$ cat src/rtl/cnn_window_gen_pkg.sv
`default_nettype none
// ============================================================================
//  Module      : cnn_window_gen_pkg
//  Description : Shared defaults, FSM state encodings and a counter-width
//                helper for the CNN sliding-window generator.
//  Revision    : 1.0  initial release
// ============================================================================
package cnn_window_gen_pkg;

    // Default geometry shared with the CNN core.
    localparam int DEF_CI     = 1;
    localparam int DEF_KX     = 3;
    localparam int DEF_KY     = 3;
    localparam int DEF_I_F_BW = 8;
    localparam int DEF_IW     = 28;
    localparam int DEF_IH     = 28;

    // Frame-tracking FSM encodings.
    localparam logic [1:0] S_IDLE = 2'd0;
    localparam logic [1:0] S_FILL = 2'd1;
    localparam logic [1:0] S_RUN  = 2'd2;
    localparam logic [1:0] S_DONE = 2'd3;

    // Width of a counter spanning 0..n-1, never less than one bit.
    function automatic int cnt_width(input int n);
        return (n > 1) ? $clog2(n) : 1;
    endfunction

endpackage
`default_nettype wire

$ cat src/rtl/cnn_window_gen_line_buf.sv
`default_nettype none
// ============================================================================
//  Module      : cnn_line_buf
//  Description : DEPTH-entry delay line built on a circular pointer. dout is
//                the sample written DEPTH strobes ago; each strobe overwrites
//                that slot with din and advances the pointer.
//  Revision    : 1.0  initial release
// ============================================================================
module cnn_line_buf
    import cnn_window_gen_pkg::*;
#(
    parameter int DEPTH = 28,
    parameter int WIDTH = 8
) (
    input  logic             clk,
    input  logic             reset,
    input  logic             wr_en,
    input  logic [WIDTH-1:0] din,
    output logic [WIDTH-1:0] dout
);

    localparam int PTR_W = cnt_width(DEPTH);
    localparam logic [PTR_W-1:0] PTR_LAST = PTR_W'(DEPTH - 1);

    logic [WIDTH-1:0] mem [DEPTH];
    logic [PTR_W-1:0] ptr;

    // Oldest entry is read before it is overwritten in the same strobe.
    assign dout = mem[ptr];

    // Circular pointer; only control state is reset, storage is rewritten before use.
    always_ff @(posedge clk) begin
        if (reset) begin
            ptr <= '0;
        end else if (wr_en) begin
            ptr <= (ptr == PTR_LAST) ? '0 : ptr + 1'b1;
        end
    end

    // Storage write at the current pointer.
    always_ff @(posedge clk) begin
        if (wr_en) begin
            mem[ptr] <= din;
        end
    end

endmodule
`default_nettype wire

$ cat src/rtl/cnn_window_gen.sv
`default_nettype none
// ============================================================================
//  Module      : cnn_window_gen
//  Description : Stride-1, no-padding sliding-window generator. Buffers KY-1
//                image rows and emits one packed CI*KY*KX window per valid
//                kernel position, one cycle after the completing pixel.
//                Optional macro CNN_WINDOW_STATUS_EN adds o_frame_done and
//                o_win_cnt status outputs.
//  Revision    : 1.0  initial release
// ============================================================================
module cnn_window_gen
    import cnn_window_gen_pkg::*;
#(
    parameter int CI     = DEF_CI,
    parameter int KX     = DEF_KX,
    parameter int KY     = DEF_KY,
    parameter int I_F_BW = DEF_I_F_BW,
    parameter int IW     = DEF_IW,
    parameter int IH     = DEF_IH
) (
    input  logic                        clk,
    input  logic                        reset,
    input  logic                        i_soft_reset,
    input  logic                        i_in_valid,
    input  logic [CI*I_F_BW-1:0]        i_in_pixel,
    output logic                        o_ot_valid,
    output logic [CI*KY*KX*I_F_BW-1:0]  o_ot_fmap
`ifdef CNN_WINDOW_STATUS_EN
    ,
    output logic                        o_frame_done,
    output logic [15:0]                 o_win_cnt
`endif
);

    localparam int PIX_W = CI * I_F_BW;
    localparam int XW    = cnt_width(IW);
    localparam int YW    = cnt_width(IH);
    localparam logic [XW-1:0] X_LAST  = XW'(IW - 1);
    localparam logic [YW-1:0] Y_LAST  = YW'(IH - 1);
    localparam logic [XW-1:0] X_FIRST = XW'(KX - 1);
    localparam logic [YW-1:0] Y_FILL  = YW'(KY - 2);

    // Soft reset aborts the frame and drops any coincident pixel.
    logic clear;
    logic strobe;
    assign clear  = reset | i_soft_reset;
    assign strobe = i_in_valid & ~clear;

    logic [XW-1:0] x;
    logic [YW-1:0] y;
    logic          x_last;
    logic          y_last;
    assign x_last = (x == X_LAST);
    assign y_last = (y == Y_LAST);

    logic [1:0] state;
    logic [1:0] state_next;
    logic       in_run;

    // Raster position of the pixel presented on the next strobe.
    always_ff @(posedge clk) begin
        if (clear) begin
            x <= '0;
            y <= '0;
        end else if (strobe) begin
            if (x_last) begin
                x <= '0;
                y <= y_last ? '0 : y + 1'b1;
            end else begin
                x <= x + 1'b1;
            end
        end
    end

    // FSM state register.
    always_ff @(posedge clk) begin
        if (clear) state <= S_IDLE;
        else       state <= state_next;
    end

    // FSM next state; RUN covers exactly the rows y >= KY-1.
    always_comb begin
        state_next = state;
        case (state)
            S_IDLE: if (strobe) state_next = S_FILL;
            S_FILL: if (strobe && x_last && (y == Y_FILL)) state_next = S_RUN;
            S_RUN:  if (strobe && x_last && y_last) state_next = S_DONE;
            S_DONE: state_next = strobe ? S_FILL : S_IDLE;
            default: state_next = S_IDLE;
        endcase
    end

    // FSM outputs.
    always_comb begin
        in_run = (state == S_RUN);
`ifdef CNN_WINDOW_STATUS_EN
        o_frame_done = (state == S_DONE);
`endif
    end

    // Line-buffer chain: stage 0 holds the previous row, stage j the row j+1 above.
    logic [PIX_W-1:0] lb_out [KY-1];

    for (genvar j = 0; j < KY - 1; j++) begin : g_line_buf
        logic [PIX_W-1:0] lb_in;
        if (j == 0) begin : g_head
            assign lb_in = i_in_pixel;
        end else begin : g_chain
            assign lb_in = lb_out[j-1];
        end
        cnn_line_buf #(
            .DEPTH (IW),
            .WIDTH (PIX_W)
        ) u_line_buf (
            .clk   (clk),
            .reset (clear),
            .wr_en (strobe),
            .din   (lb_in),
            .dout  (lb_out[j])
        );
    end

    logic [PIX_W-1:0]             win      [KY][KX];
    logic [PIX_W-1:0]             win_next [KY][KX];
    logic [CI*KY*KX*I_F_BW-1:0]   fmap_next;

    // Window after this strobe: shift left, new column from line buffers + pixel.
    always_comb begin
        fmap_next = '0;
        for (int ky = 0; ky < KY; ky++) begin
            for (int kx = 0; kx < KX; kx++) begin
                if (kx < KX - 1)      win_next[ky][kx] = win[ky][kx+1];
                else if (ky == KY - 1) win_next[ky][kx] = i_in_pixel;
                else                  win_next[ky][kx] = lb_out[KY-2-ky];
                for (int ci = 0; ci < CI; ci++) begin
                    fmap_next[((ci*KY+ky)*KX+kx)*I_F_BW +: I_F_BW] =
                        win_next[ky][kx][ci*I_F_BW +: I_F_BW];
                end
            end
        end
    end

    // Window register array.
    always_ff @(posedge clk) begin
        if (clear) begin
            for (int ky = 0; ky < KY; ky++)
                for (int kx = 0; kx < KX; kx++)
                    win[ky][kx] <= '0;
        end else if (strobe) begin
            win <= win_next;
        end
    end

    logic emit;
    assign emit = strobe && in_run && (x >= X_FIRST);

    // Registered window output; fmap holds between windows.
    always_ff @(posedge clk) begin
        if (clear) begin
            o_ot_valid <= 1'b0;
            o_ot_fmap  <= '0;
        end else begin
            o_ot_valid <= emit;
            if (emit) o_ot_fmap <= fmap_next;
        end
    end

`ifdef CNN_WINDOW_STATUS_EN
    // Windows emitted in the current frame; cleared by the next frame's first pixel.
    always_ff @(posedge clk) begin
        if (clear) begin
            o_win_cnt <= '0;
        end else if (strobe && (x == '0) && (y == '0)) begin
            o_win_cnt <= '0;
        end else if (o_ot_valid) begin
            o_win_cnt <= o_win_cnt + 16'd1;
        end
    end
`endif

endmodule
`default_nettype wire

$ cat config.mk
export PLATFORM = sky130hd
export DESIGN_NAME = cnn_window_gen
export DESIGN_NICKNAME = d
export VERILOG_FILES = /design/src/rtl/cnn_window_gen_pkg.sv /design/src/rtl/cnn_window_gen_line_buf.sv /design/src/rtl/cnn_window_gen.sv
export SDC_FILE = /design/constraint.sdc
export NUM_CORES = 1
export LEC_CHECK = 0
export BUFFER_PORTS_ARGS = -buffer_cell sky130_fd_sc_hd__buf_2
export CORE_ASPECT_RATIO = 0.7
export CORE_UTILIZATION = 55
export CTS_CLUSTER_DIAMETER = 80
export CTS_CLUSTER_SIZE = 25
export DETAILED_ROUTE_END_ITERATION = 8
export GPL_TIMING_DRIVEN = 0
export PLACE_DENSITY = 0.75
export SLEW_MARGIN = 0
export SYNTH_ARGS = -nofsm -noshare
export SYNTH_HDL_FRONTEND = slang
export SYNTH_SLANG_ARGS = --single-unit
export TNS_END_PERCENT = 10
$ cat constraint.sdc
create_clock -name clk -period 8.2 [get_ports clk]
set_input_delay 0.82 -clock clk [delete_from_list [all_inputs] [get_ports clk]]
set_output_delay 0.82 -clock clk [all_outputs]
set_load 0.03 [all_outputs]
---- Yosys cells after proc, flatten, opt, wreduce, memory -nomap -nowiden ----
Memory sizes are Yosys's and may differ from the RTL's. A register that Yosys moved wholly into a read port is not among the register bits.
Cells that the tools add are included.
storage, ports and cells
  bits in registers ....................... 143
  bits in latches ......................... 0
  bits in writable memories ............... 448
  bits in read-only memories .............. 0
  input bits .............................. 12
  output and inout bits ................... 73
  logic and storage cells ................. 57
  memories kept ........................... 2
memory list
  name                          depth  width  rd ports  clocked after memory_dff  wr ports  RTL line                       RTL
  g_line_buf[0].u_line_buf.mem  28     8      1         1                         1         cnn_window_gen_line_buf.sv:25  logic [WIDTH-1:0] mem [DEPTH];
  g_line_buf[1].u_line_buf.mem  28     8      1         1                         1         cnn_window_gen_line_buf.sv:25
cells by class
  $add $sub $neg .......................... 4
  $mul .................................... 0
  divide/modulo/power cells ............... 0
  magnitude comparators ................... 1
  equal/unequal tests ..................... 11
  shift-type cells ........................ 0
  multiplexer cells ....................... 15
  bitwise gates (word level) .............. 3
  reduce and logical (&&, ||, !) cells .... 8
operator list
  operator                                                                              count
  5-bit 2-to-1 mux                                                                      8
  5-bit by 1-bit adder with 5-bit output (second input constant)                        4
  5-bit equality test (second input constant)                                           4
  2-bit one-hot mux with 4 select lines                                                 1
  2-bit 2-to-1 mux                                                                      3
  5-bit by 1-bit equality test with 1-bit output (second input constant)                1
  5-bit by 2-bit greater-or-equal comparator with 1-bit output (second input constant)  1
  1-bit logical AND                                                                     5
  2-bit equality test (second input constant)                                           2
  2-bit != test (second input constant)                                                 2
  1-bit 2-to-1 mux                                                                      3
  3-bit AND reduction                                                                   1
  2-bit by 1-bit equality test with 1-bit output (second input constant)                1
  2-bit zero test                                                                       1
  2-bit by 1-bit != test with 1-bit output (second input constant)                      1
  2-bit AND reduction                                                                   1
  1-bit bitwise AND                                                                     1
  1-bit inverter                                                                        1
  1-bit bitwise OR                                                                      1

---- Depth between registers and ports, before layout ----
Gate-level depths: netlist of the first run.
  depth in word-level cells ............... 7
  gate-level depth with buffers ........... 10
  mapped depth without buffers ............ 8

---- Hierarchy ----
From an unflattened synthesis of the first run, not the netlist that was laid out.
unflattened totals
  cell total of the unflattened synthesis .. 1536
  area total of the unflattened synthesis .. 23404.9 um^2
by module, submodules not included
  module                                    times used  cells each  area an instance (um^2)  sequential area each (um^2)
  cnn_line_buf at g_line_buf[1].u_line_buf  1           480         9273.9                   6926.6
  cnn_line_buf at g_line_buf[0].u_line_buf  1           500         9237.6                   6926.6
  cnn_window_gen                            1           556         4893.4                   2662.6

---- Worst setup path after synthesis of the first run ----
OpenSTA, ideal clock, no wires.
  kind .................................... flip-flop to flip-flop
  start ................................... reg (tool-made name)
  end ..................................... mem g_line_buf[1].u_line_buf.mem[0][1] (data pin)
  library setup time ...................... 479 ps
  arrival ................................. 2455 ps
  required time ........................... 7721 ps
  path slack .............................. 5266 ps
  cell stages (with the launch flop) ...... 8
  path buffers ............................ 3
  period minus slack after synthesis ...... 2934 ps
  cell sequence ........................... dfxtp_1 buf_4 buf_6 buf_6 mux2i_1 nand2_1 nand3_1 a311oi_1
RTL lines
  what              RTL line
  end: declaration  cnn_window_gen_line_buf.sv:25

==> impl_metrics.json, run 1 <==
{
  "tns_ns": 0,
  "end_kind": "flop",
  "antenna_found_initial": 1,
  "totalWireLength_um": 54300,
  "synth_edf_count": 448,
  "postRouteAntennaNets": 0,
  "maxCapViolCount": 0,
  "critPathMaxStageDelay_ns": 0.99,
  "rsz0062_at_grt": "false",
  "drt_iter0_markers": 1530,
  "syn_inst": 1643,
  "worst_ep_required_time_ns": 8.35,
  "period_share": 0.487,
  "clk_latency_ns": 0.61,
  "post_cts_buffers": 0,
  "synth_warnings": 0,
  "status": "complete, no violations",
  "hold_class": "reg -> reg",
  "die_y_um": 175,
  "peakVddDrop_mv": 0.183,
  "synthToLayoutAreaGrowth_pct": 8.71,
  "grt_max_degree": 31,
  "cts-root-buf": "clkbuf_16",
  "yosysSeqAreaShare": 0.704,
  "critPathTopFamily": "buffers and inverters",
  "dieArea_mm2": 0.0435,
  "min_period_ns": 3.99,
  "netlist_area_mm2": 0.0235,
  "io_buffers": 83,
  "slowest_stage": "a211oi_1",
  "synth.distinct_cells": 54,
  "start_util": 0.566,
  "tightest_slew_ns": 1.25,
  "startpoint_type": "flop",
  "clkTransAtPathRegs_ns": 0.10,
  "critPathMaxFanout": 28,
  "timing.final.max_slew_violations": 0,
  "drt_first_pass_iters": 8,
  "rows": 62,
  "postCtsHoldBufs": 0,
  "hp-start": "fmap_next[24]",
  "fmax_ghz": 0.250,
  "grtUsageTotal": 0.247,
  "fin_util": 0.615,
  "critPathKind": "reg -> reg",
  "syn_area_per_cell_um2": 14.3,
  "synth_nets": 1672,
  "powerDensity_mw_per_mm2": 198,
  "power.leakage_nw": 8.33,
  "finalSetupViolCount": 0,
  "dp_hpwl_um": 37500,
  "grt_pass1_wl_um": 81100,
  "fp.coreArea_mm2": 0.0415,
  "ys_ff_latch": 601,
  "cp_cell_sequence": "buf_2 > nor2b_1 > clkbuf_1 > a22o_1 > nor3_1 > a211oi_1 > inv_1",
  "nNetsFinal": 1788,
  "slew-limit-headroom": 0.161,
  "critPathBufInv": 3,
  "fin_skew_ns": 0.0272,
  "die_x_um": 249,
  "cts_buffers": 28,
  "htreeDepth": 1,
  "clockBufferDepth": 3,
  "grt_pass1_vias": 13443,
  "vias_per_cell": 6.04,
  "diodes": 0,
  "gp_congestion": 0.898,
  "drc": 0,
  "layout_commonest_cell": "edfxtp_1",
  "fill_cells": 3063,
  "overflow": 0,
  "worstPathArrival_ns": 4.14,
  "synthArstFlopShare": 0,
  "cts_tree": "built",
  "layout_common_cells": "448 x edfxtp_1, 247 x mux2i_1, 153 x nand2_1, 153 x dfxtp_1, 111 x nor2_1",
  "ys.flop_type": "edfxtp_1",
  "hold_violations": 0,
  "vias": 14043,
  "cts_sinks": 601,
  "drive_above_1_share": 0.112,
  "avgRoutedWirePerCell_um": 23.3,
  "ctsResizeCount": 0,
  "ioPinCount": 85
}
[worst min-delay path, cell delays in order (launching register included)]
cell,delay [ns]
dfxtp_1,0.32
nand2_1,0.05
a21oi_1,0.05
[final timing paths]
path                                          to  slack, ns  depth (start not counted)
min                                o_ot_fmap[24]       0.46                          2
max reg2reg  g_line_buf[1].u_line_buf.mem[21][3]       4.21                          7
min reg2reg                        o_ot_fmap[24]       0.46                          2
max          g_line_buf[1].u_line_buf.mem[21][3]       4.21                          7
[layout make-up]
cell class / count / area, um2 / area share
clock buffer: 48 / 776 / 0.0304
clock inverter: 3 / 63.8 / 0.00250
timing repair buffer: 86 / 473 / 0.0185
inverter: 17 / 66.3 / 0.00260
multi-input combinational: 926 / 6400 / 0.251
sequential: 601 / 16500 / 0.647
buffer: 99 / 546 / 0.0214
tap: 544 / 681 / 0.0267
[report_power, final]
group / internal [mW] / total [mW] / switching [mW] / leakage [nW]
Clock: 0.675 / 1.59 / 0.916 / 0.400
Combinational: 0.0558 / 0.188 / 0.132 / 2.67
Sequential: 3.27 / 3.28 / 0.00798 / 5.26
Total: 4.00 / 5.06 / 1.06 / 8.33
[kinds of logic after synthesis]
family,share of synthesized area
AOI/OAI and AO/OA,0.0786
buffers and inverters,0.0261
adders and majority gates,0.00906
and+or+nand+nor,0.0687
muxes,0.113
xor gates and xnor gates,0.00149
DFF,0.704
[metal layers]
layer / share of wire / GRT usage
met2: 0.43 / 0.361
met1: 0.45 / 0.375
met3: 0.10 / 0.0538
met4: 0.023 / 0.0621
met5: 0 / 0
[synthesized netlist by cell type (2+ instances only)]
library cell,number,area (um2)
a211oi_1,2,15.0
a211oi_2,4,50.1
a21boi_0,2,15.0
a21o_1,11,82.6
a21oi_1,109,546
a22o_1,25,219
a22oi_1,73,548
a311oi_1,8,70.1
a41oi_1,3,26.3
and2_1,8,50.1
buf_1,7,26.3
buf_2,25,125
buf_4,11,82.6
buf_6,13,146
clkbuf_1,42,158
dfxtp_1,153,3060
edfxtp_1,448,13500
ha_1,17,213
inv_1,16,60.1
mux2_2,15,169
mux2i_1,247,2470
nand2_1,153,574
nand2b_1,3,18.8
nand3_1,34,170
nand3b_1,6,45.0
nand4_1,2,12.5
nand4b_1,6,52.6
nor2_1,111,417
nor2b_1,10,62.6
nor3_1,12,60.1
nor3b_1,7,52.6
o211a_1,6,60.1
o21ai_0,18,90.1
o21ai_1,12,60.1
or2_2,2,12.5
or3b_2,2,17.5
xor2_1,3,26.3
[registers in the layout, indices dropped and copies added, names as in the netlist, named ones only]
register                   count
state                          2
fmap_next                     48
o_ot_fmap                     72
g_line_buf.u_line_buf.ptr     10
x                              5
g_line_buf.u_line_buf.mem    448
y                              5
o_ot_valid                     1
[per-stage QoR]
stage	hold WS [ns]	power (mW)	std cells	setup slack, ns	instance area (um2)
after floorplan	0.431	3.45	1643	5.27	23500
after global placement	0.443	3.52	2270	2.59	24600
after detailed placement	0.446	3.53	2273	4.34	24700
after CTS	0.460	5.07	2324	4.35	25500
after global routing	0.479	5.19	2324	4.17	25500
final	0.461	5.06	2324	4.21	25500
Note: power is estimated with default switching activity, not from simulation.
==> run 2, diff against run 1 <==
- clock period: 8.2 -> 3.9 ns (I/O delays scaled with it)
==> run 2 against run 1 <==
  * Critical path depth did not move
  * Hold slack got worse by 0.26 ns
  * Global-route usage did not move
  * Final cell count did not move
  * Clock skew rose by 0.0024 ns
  * Wire length barely moved
  * Sequential share of layout area barely moved
  * Critical endpoint is now g_line_buf[1].u_line_buf.mem[22][4]
  * Critical path type unchanged
  * Fmax rose by 5.6%
  * Worst setup slack got worse by 4.1 ns
  * Count of clock-buffer cells in the layout did not move
  * Sequential cell count did not move
  * Die area did not move
==> impl_metrics.json, run 2 (synthesis results as in run 1) <==
{
  "drc": 0,
  "worstPathArrival_ns": 3.92,
  "tightest_slew_ns": 1.09,
  "critPathMaxFanout": 28,
  "clkTransAtPathRegs_ns": 0.10,
  "io_buffers": 83,
  "clockBufferDepth": 3,
  "antenna_found_initial": 1,
  "end_kind": "flop",
  "status": "complete, no violations",
  "peakVddDrop_mv": 0.387,
  "nNetsFinal": 1788,
  "hold_class": "in -> reg",
  "avgRoutedWirePerCell_um": 23.3,
  "cts_tree": "built",
  "totalWireLength_um": 54200,
  "startpoint_type": "flop",
  "start_util": 0.566,
  "fmax_ghz": 0.264,
  "fin_util": 0.615,
  "postCtsHoldBufs": 0,
  "largest_reg_flops": 448,
  "die_y_um": 175,
  "layout_commonest_cell": "edfxtp_1",
  "power.leakage_nw": 8.33,
  "critPathKind": "reg -> reg",
  "slew-limit-headroom": 0.271,
  "ctsResizeCount": 0,
  "grt_pass1_vias": 13443,
  "gp_congestion": 0.898,
  "min_period_ns": 3.78,
  "regMostFlops": "g_line_buf.u_line_buf.mem",
  "postRouteAntennaNets": 0,
  "rsz0062_at_grt": "true",
  "vias": 14051,
  "cts_buffers": 28,
  "die_x_um": 249,
  "drt_first_pass_iters": 5,
  "diodes": 0,
  "grt_max_degree": 31,
  "fin_skew_ns": 0.0295,
  "cts_sinks": 601,
  "rows": 62,
  "timing.final.max_slew_violations": 0,
  "pre_cts_slack_ns": 0.0801,
  "drive_above_1_share": 0.112,
  "grt_pass1_wl_um": 81100,
  "synthToLayoutAreaGrowth_pct": 8.74,
  "vias_per_cell": 6.05,
  "drt_iter0_markers": 1434,
  "maxCapViolCount": 0,
  "powerDensity_mw_per_mm2": 417,
  "clk_latency_ns": 0.61,
  "cts-root-buf": "clkbuf_16",
  "period_share": 0.970,
  "fp.coreArea_mm2": 0.0415,
  "finalSetupViolCount": 0,
  "setup_ws_ns": 0.117,
  "ioPinCount": 85,
  "htreeDepth": 1,
  "dp_hpwl_um": 37500,
  "layout_common_cells": "448 x edfxtp_1, 247 x mux2i_1, 153 x nand2_1, 153 x dfxtp_1, 111 x nor2_1",
  "dieArea_mm2": 0.0435,
  "hold_violations": 0,
  "worst_ep_required_time_ns": 4.04,
  "post_cts_buffers": 0,
  "overflow": 0,
  "grtUsageTotal": 0.247
}
==> run 2: final cells by class <==
type                       instances  area [um2]
timing repair buffer              86         473
clock inverter                     3        63.8
tap                              544         681
multi-input combinational        926        6400
fill                            3062       16000
inverter                          17        66.3
clock buffer                      48         776
sequential                       601       16500
buffer                            99         546
==> run 2: path summary, 6_finish.rpt <==
path	startpoint	endpoint	slack (ns)	depth (start not counted)
min reg2reg	o_ot_fmap[3]	o_ot_fmap[3]	0.46	2
max reg2reg	flop	g_line_buf[1].u_line_buf.mem[22][4]	0.12	7
max	flop	g_line_buf[1].u_line_buf.mem[22][4]	0.12	7
min	i_in_valid	y[1]	0.20	4
==> run 2: critical path, stage by stage (launching register included) <==
cell and delay, ns:
dfxtp_1 0.34, buf_2 0.19, nor2b_1 0.43, clkbuf_1 0.47, a22o_1 0.23, nor3_1 0.13, a211oi_1 0.74, inv_1 0.75
==> run 2: layer usage <==
metal  wire length (um)  global-route usage
met1              24400               0.375
met5                  0                   0
met2              23400               0.361
met4               1240              0.0621
met3               5090              0.0538
==> run 2: power by group <==
part	total (mW)	switching, mW	leakage [nW]	internal, mW
combinational	0.396	0.278	2.67	0.117
clock	3.35	1.93	0.400	1.42
sequential	6.89	0.0166	5.26	6.88
total	10.6	2.22	8.33	8.41
==> run 2: stage by stage <==
| stage | TNS [ns] | cell area [um2] | total power, mW | hold slack, ns | cells |
|---|---|---|---|---|---|
| 6_report | 0 | 25500 | 10.6 | 0.202 | 2324 |
| 5_1_grt | -0.0265 | 25500 | 10.9 | 0.202 | 2324 |
| 4_1_cts | 0 | 25500 | 10.7 | 0.191 | 2324 |
| 3_5_place_dp | 0 | 24700 | 7.43 | 0.446 | 2273 |
| 3_3_place_gp | -124.10 | 24600 | 7.41 | 0.443 | 2270 |
| 2_1_floorplan | 0 | 23500 | 7.26 | 0.431 | 1643 |
==> run 3, diff against run 2 <==
- SYNTH_HIERARCHICAL: unset -> 1
==> run 3 against run 2 <==
  * Register-to-register slack better by 0.08 ns
  * Wire length down 3.9%
  * Utilization down 0.30 points
  * Count of clock-buffer cells in the layout unchanged
  * Hold slack worse by 0.072 ns
  * Power down 1.8%
  * Cell area down 0.49%
  * Clock skew down 0.0018 ns
  * Clock power down 1%
  * Area after synthesis down 0.29%
  * Via count down 5.2%
  * First-iteration DRC count up 12%
  * Largest cell class unchanged
==> impl_metrics.json, run 3 <==
{
  "synthToLayoutAreaGrowth_pct": 8.52,
  "drc": 0,
  "grtUsageTotal": 0.241,
  "switching_share": 0.204,
  "peakVddDrop_mv": 0.457,
  "synth_top_family_by_area": "multiplexers",
  "rows": 62,
  "syn_inst": 1536,
  "ys.flop_type": "edfxtp_1",
  "grt_pass1_wl_um": 78600,
  "hold_class": "in -> reg",
  "p_switching_mw": 2.13,
  "fin_skew_ns": 0.0277,
  "cts-root-buf": "clkbuf_16",
  "fp.coreArea_mm2": 0.0415,
  "synth_nets": 1567,
  "setup_ws_ns": 0.201,
  "clk_latency_ns": 0.61,
  "layout_commonest_cell": "edfxtp_1",
  "yosysSeqAreaShare": 0.706,
  "critPathMaxFanout": 15,
  "p_int_mw": 8.32,
  "synth_edf_count": 448,
  "tns_ns": 0,
  "drive_above_1_share": 0.140,
  "hold_violations": 0,
  "p_clk_frac": 0.317,
  "synth_warnings": 6,
  "seq_power_share": 0.658,
  "tightest_slew_ns": 0.962,
  "clockBufferDepth": 3,
  "cp_cell_sequence": "buf_6 > buf_8 > clkbuf_1 > and2_1 > clkbuf_1 > a22oi_1 > nand4_1 > nand4_1",
  "fill_cells": 3018,
  "cts_tree": "built",
  "worstPathArrival_ns": 3.76,
  "nNetsFinal": 1686,
  "status": "complete, no violations",
  "yosys-top-cells-count": "448 x edfxtp_1, 194 x nand2_1, 171 x mux2i_1",
  "ioPinCount": 85,
  "diodes": 0,
  "synth-xor-area-share": 0.00299,
  "antenna_found_initial": 0,
  "worst_ep_required_time_ns": 3.96,
  "synth.distinct_cells": 50,
  "postCtsHoldBufs": 0,
  "critPathMaxStageDelay_ns": 0.79,
  "critPathKind": "reg -> reg",
  "fin_util": 0.612,
  "avgRoutedWirePerCell_um": 23.5,
  "postRouteAntennaNets": 0,
  "rsz0062_at_grt": "false",
  "synthArstFlopShare": 0,
  "gp_congestion": 0.860,
  "timing.final.max_slew_violations": 0,
  "maxCapViolCount": 0,
  "dp_cells": 2167,
  "layout_common_cells": "448 x edfxtp_1, 194 x nand2_1, 171 x mux2i_1",
  "overflow": 0,
  "drt_iter0_markers": 1611,
  "fmax_ghz": 0.270,
  "dieArea_mm2": 0.0434,
  "power.leakage_nw": 8.26,
  "netlist_area_mm2": 0.0234,
  "grt_max_degree": 31,
  "powerDensity_mw_per_mm2": 411,
  "cts_sinks": 601,
  "io_buffers": 83,
  "pre_cts_slack_ns": -0.0855,
  "cts_buffers": 28,
  "synth-simple-area-share": 0.0852,
  "die_y_um": 175,
  "slowest_stage": "nand4_1",
  "synth_mux_area_frac": 0.138,
  "netlist.area_leader.share": 0.575,
  "die_x_um": 249,
  "stdcell_count": 2220,
  "ys_ff_latch": 601,
  "period_share": 0.949,
  "clkTransAtPathRegs_ns": 0.10,
  "vias_per_cell": 6.00,
  "start_util": 0.564,
  "end_kind": "flop",
  "regMostFlops": "g_line_buf.u_line_buf/mem",
  "syn_area_per_cell_um2": 15.2,
  "r2r_slack_ns": 0.20,
  "startpoint_type": "flop",
  "totalWireLength_um": 52100,
  "synth_most_common_cell": "edfxtp_1",
  "synth_compound_area_frac": 0.0381,
  "htreeDepth": 1,
  "min_period_ns": 3.70,
  "vias": 13327,
  "dp_hpwl_um": 34600,
  "drt_first_pass_iters": 5,
  "largest_reg_flops": 448,
  "slew-limit-headroom": 0.359,
  "synth_fa_ha_area_frac": 0.0102,
  "synthTopCellsByArea": "edfxtp_1 57%, dfxtp_1 13%, mux2i_1 7.3%",
  "finalSetupViolCount": 0,
  "combPwrFrac": 0.025,
  "hp-start": "reset",
  "grt_pass1_vias": 12786,
  "yosysTopAreaCell": "edfxtp_1"
}
run 3: worst paths after layout:
check | end | cells after the start
max | g_line_buf[1].u_line_buf/mem[10][2] | 8
min | state[1] | 4
max reg2reg | g_line_buf[1].u_line_buf/mem[10][2] | 8
min reg2reg | o_ot_fmap[35] | 2
run 3: cell families after synthesis:
| logic type | after synthesis |
|---|---|
| DFF | 601 |
| adders and majority gates | 19 |
| AOI/OAI and AO/OA | 146 |
| xor gates and xnor gates | 8 |
| buffers and inverters | 92 |
| muxes | 240 |
| and+or+nand+nor | 430 |
run 3: final cells by class:
type | instances | area, um2 | share of cell area
plain buffers | 81 | 427 | 0.0168
clock buffers | 48 | 776 | 0.0305
clock inverters | 3 | 41.3 | 0.00163
inverters | 11 | 41.3 | 0.00163
multi-input cells | 844 | 6430 | 0.253
flip-flops and latches | 601 | 16500 | 0.650
well taps | 544 | 681 | 0.0268
repair buffers | 88 | 490 | 0.0193
run 3: critical path: cells and delay by family (launching register included):
kind | cells | cell delay, ns
flops | 1 | 0.34
compound gates | 1 | 0.20
simple gates | 3 | 1.33
buf+inv | 4 | 1.26
run 3: stage by stage:
step                      cell area [um2]  power, mW  hold WS (ns)
after detailed placement            24600       7.27         0.445
after CTS                           25400       10.5         0.106
after floorplan                     23400       7.15         0.431
after global routing                25400       10.7         0.163
final                               25400       10.4         0.130
after global placement              24500       7.26         0.443
run 3: timing repair:
item                       CTS  global route
gates resized for setup      0             0
setup buffers                0             0
setup endpoints to repair   29             0
run 3: power by group through the flow:
stage,Clock (mW),Sequential [mW],Combinational [mW]
4_1_cts,3.35,6.87,0.260
6_report,3.31,6.87,0.263
2_1_floorplan,0,7.01,0.141
3_3_place_gp,0,7.02,0.244
3_5_place_dp,0,7.02,0.257
5_1_grt,3.57,6.87,0.281
run 3: layer usage:
layer	GRT usage	vias to the layer above	part of all wire
li1	-	5968	-
met5	0	-	0
met4	0.0652	0	0.028
met3	0.0542	74	0.11
met1	0.368	6639	0.44
met2	0.348	646	0.43
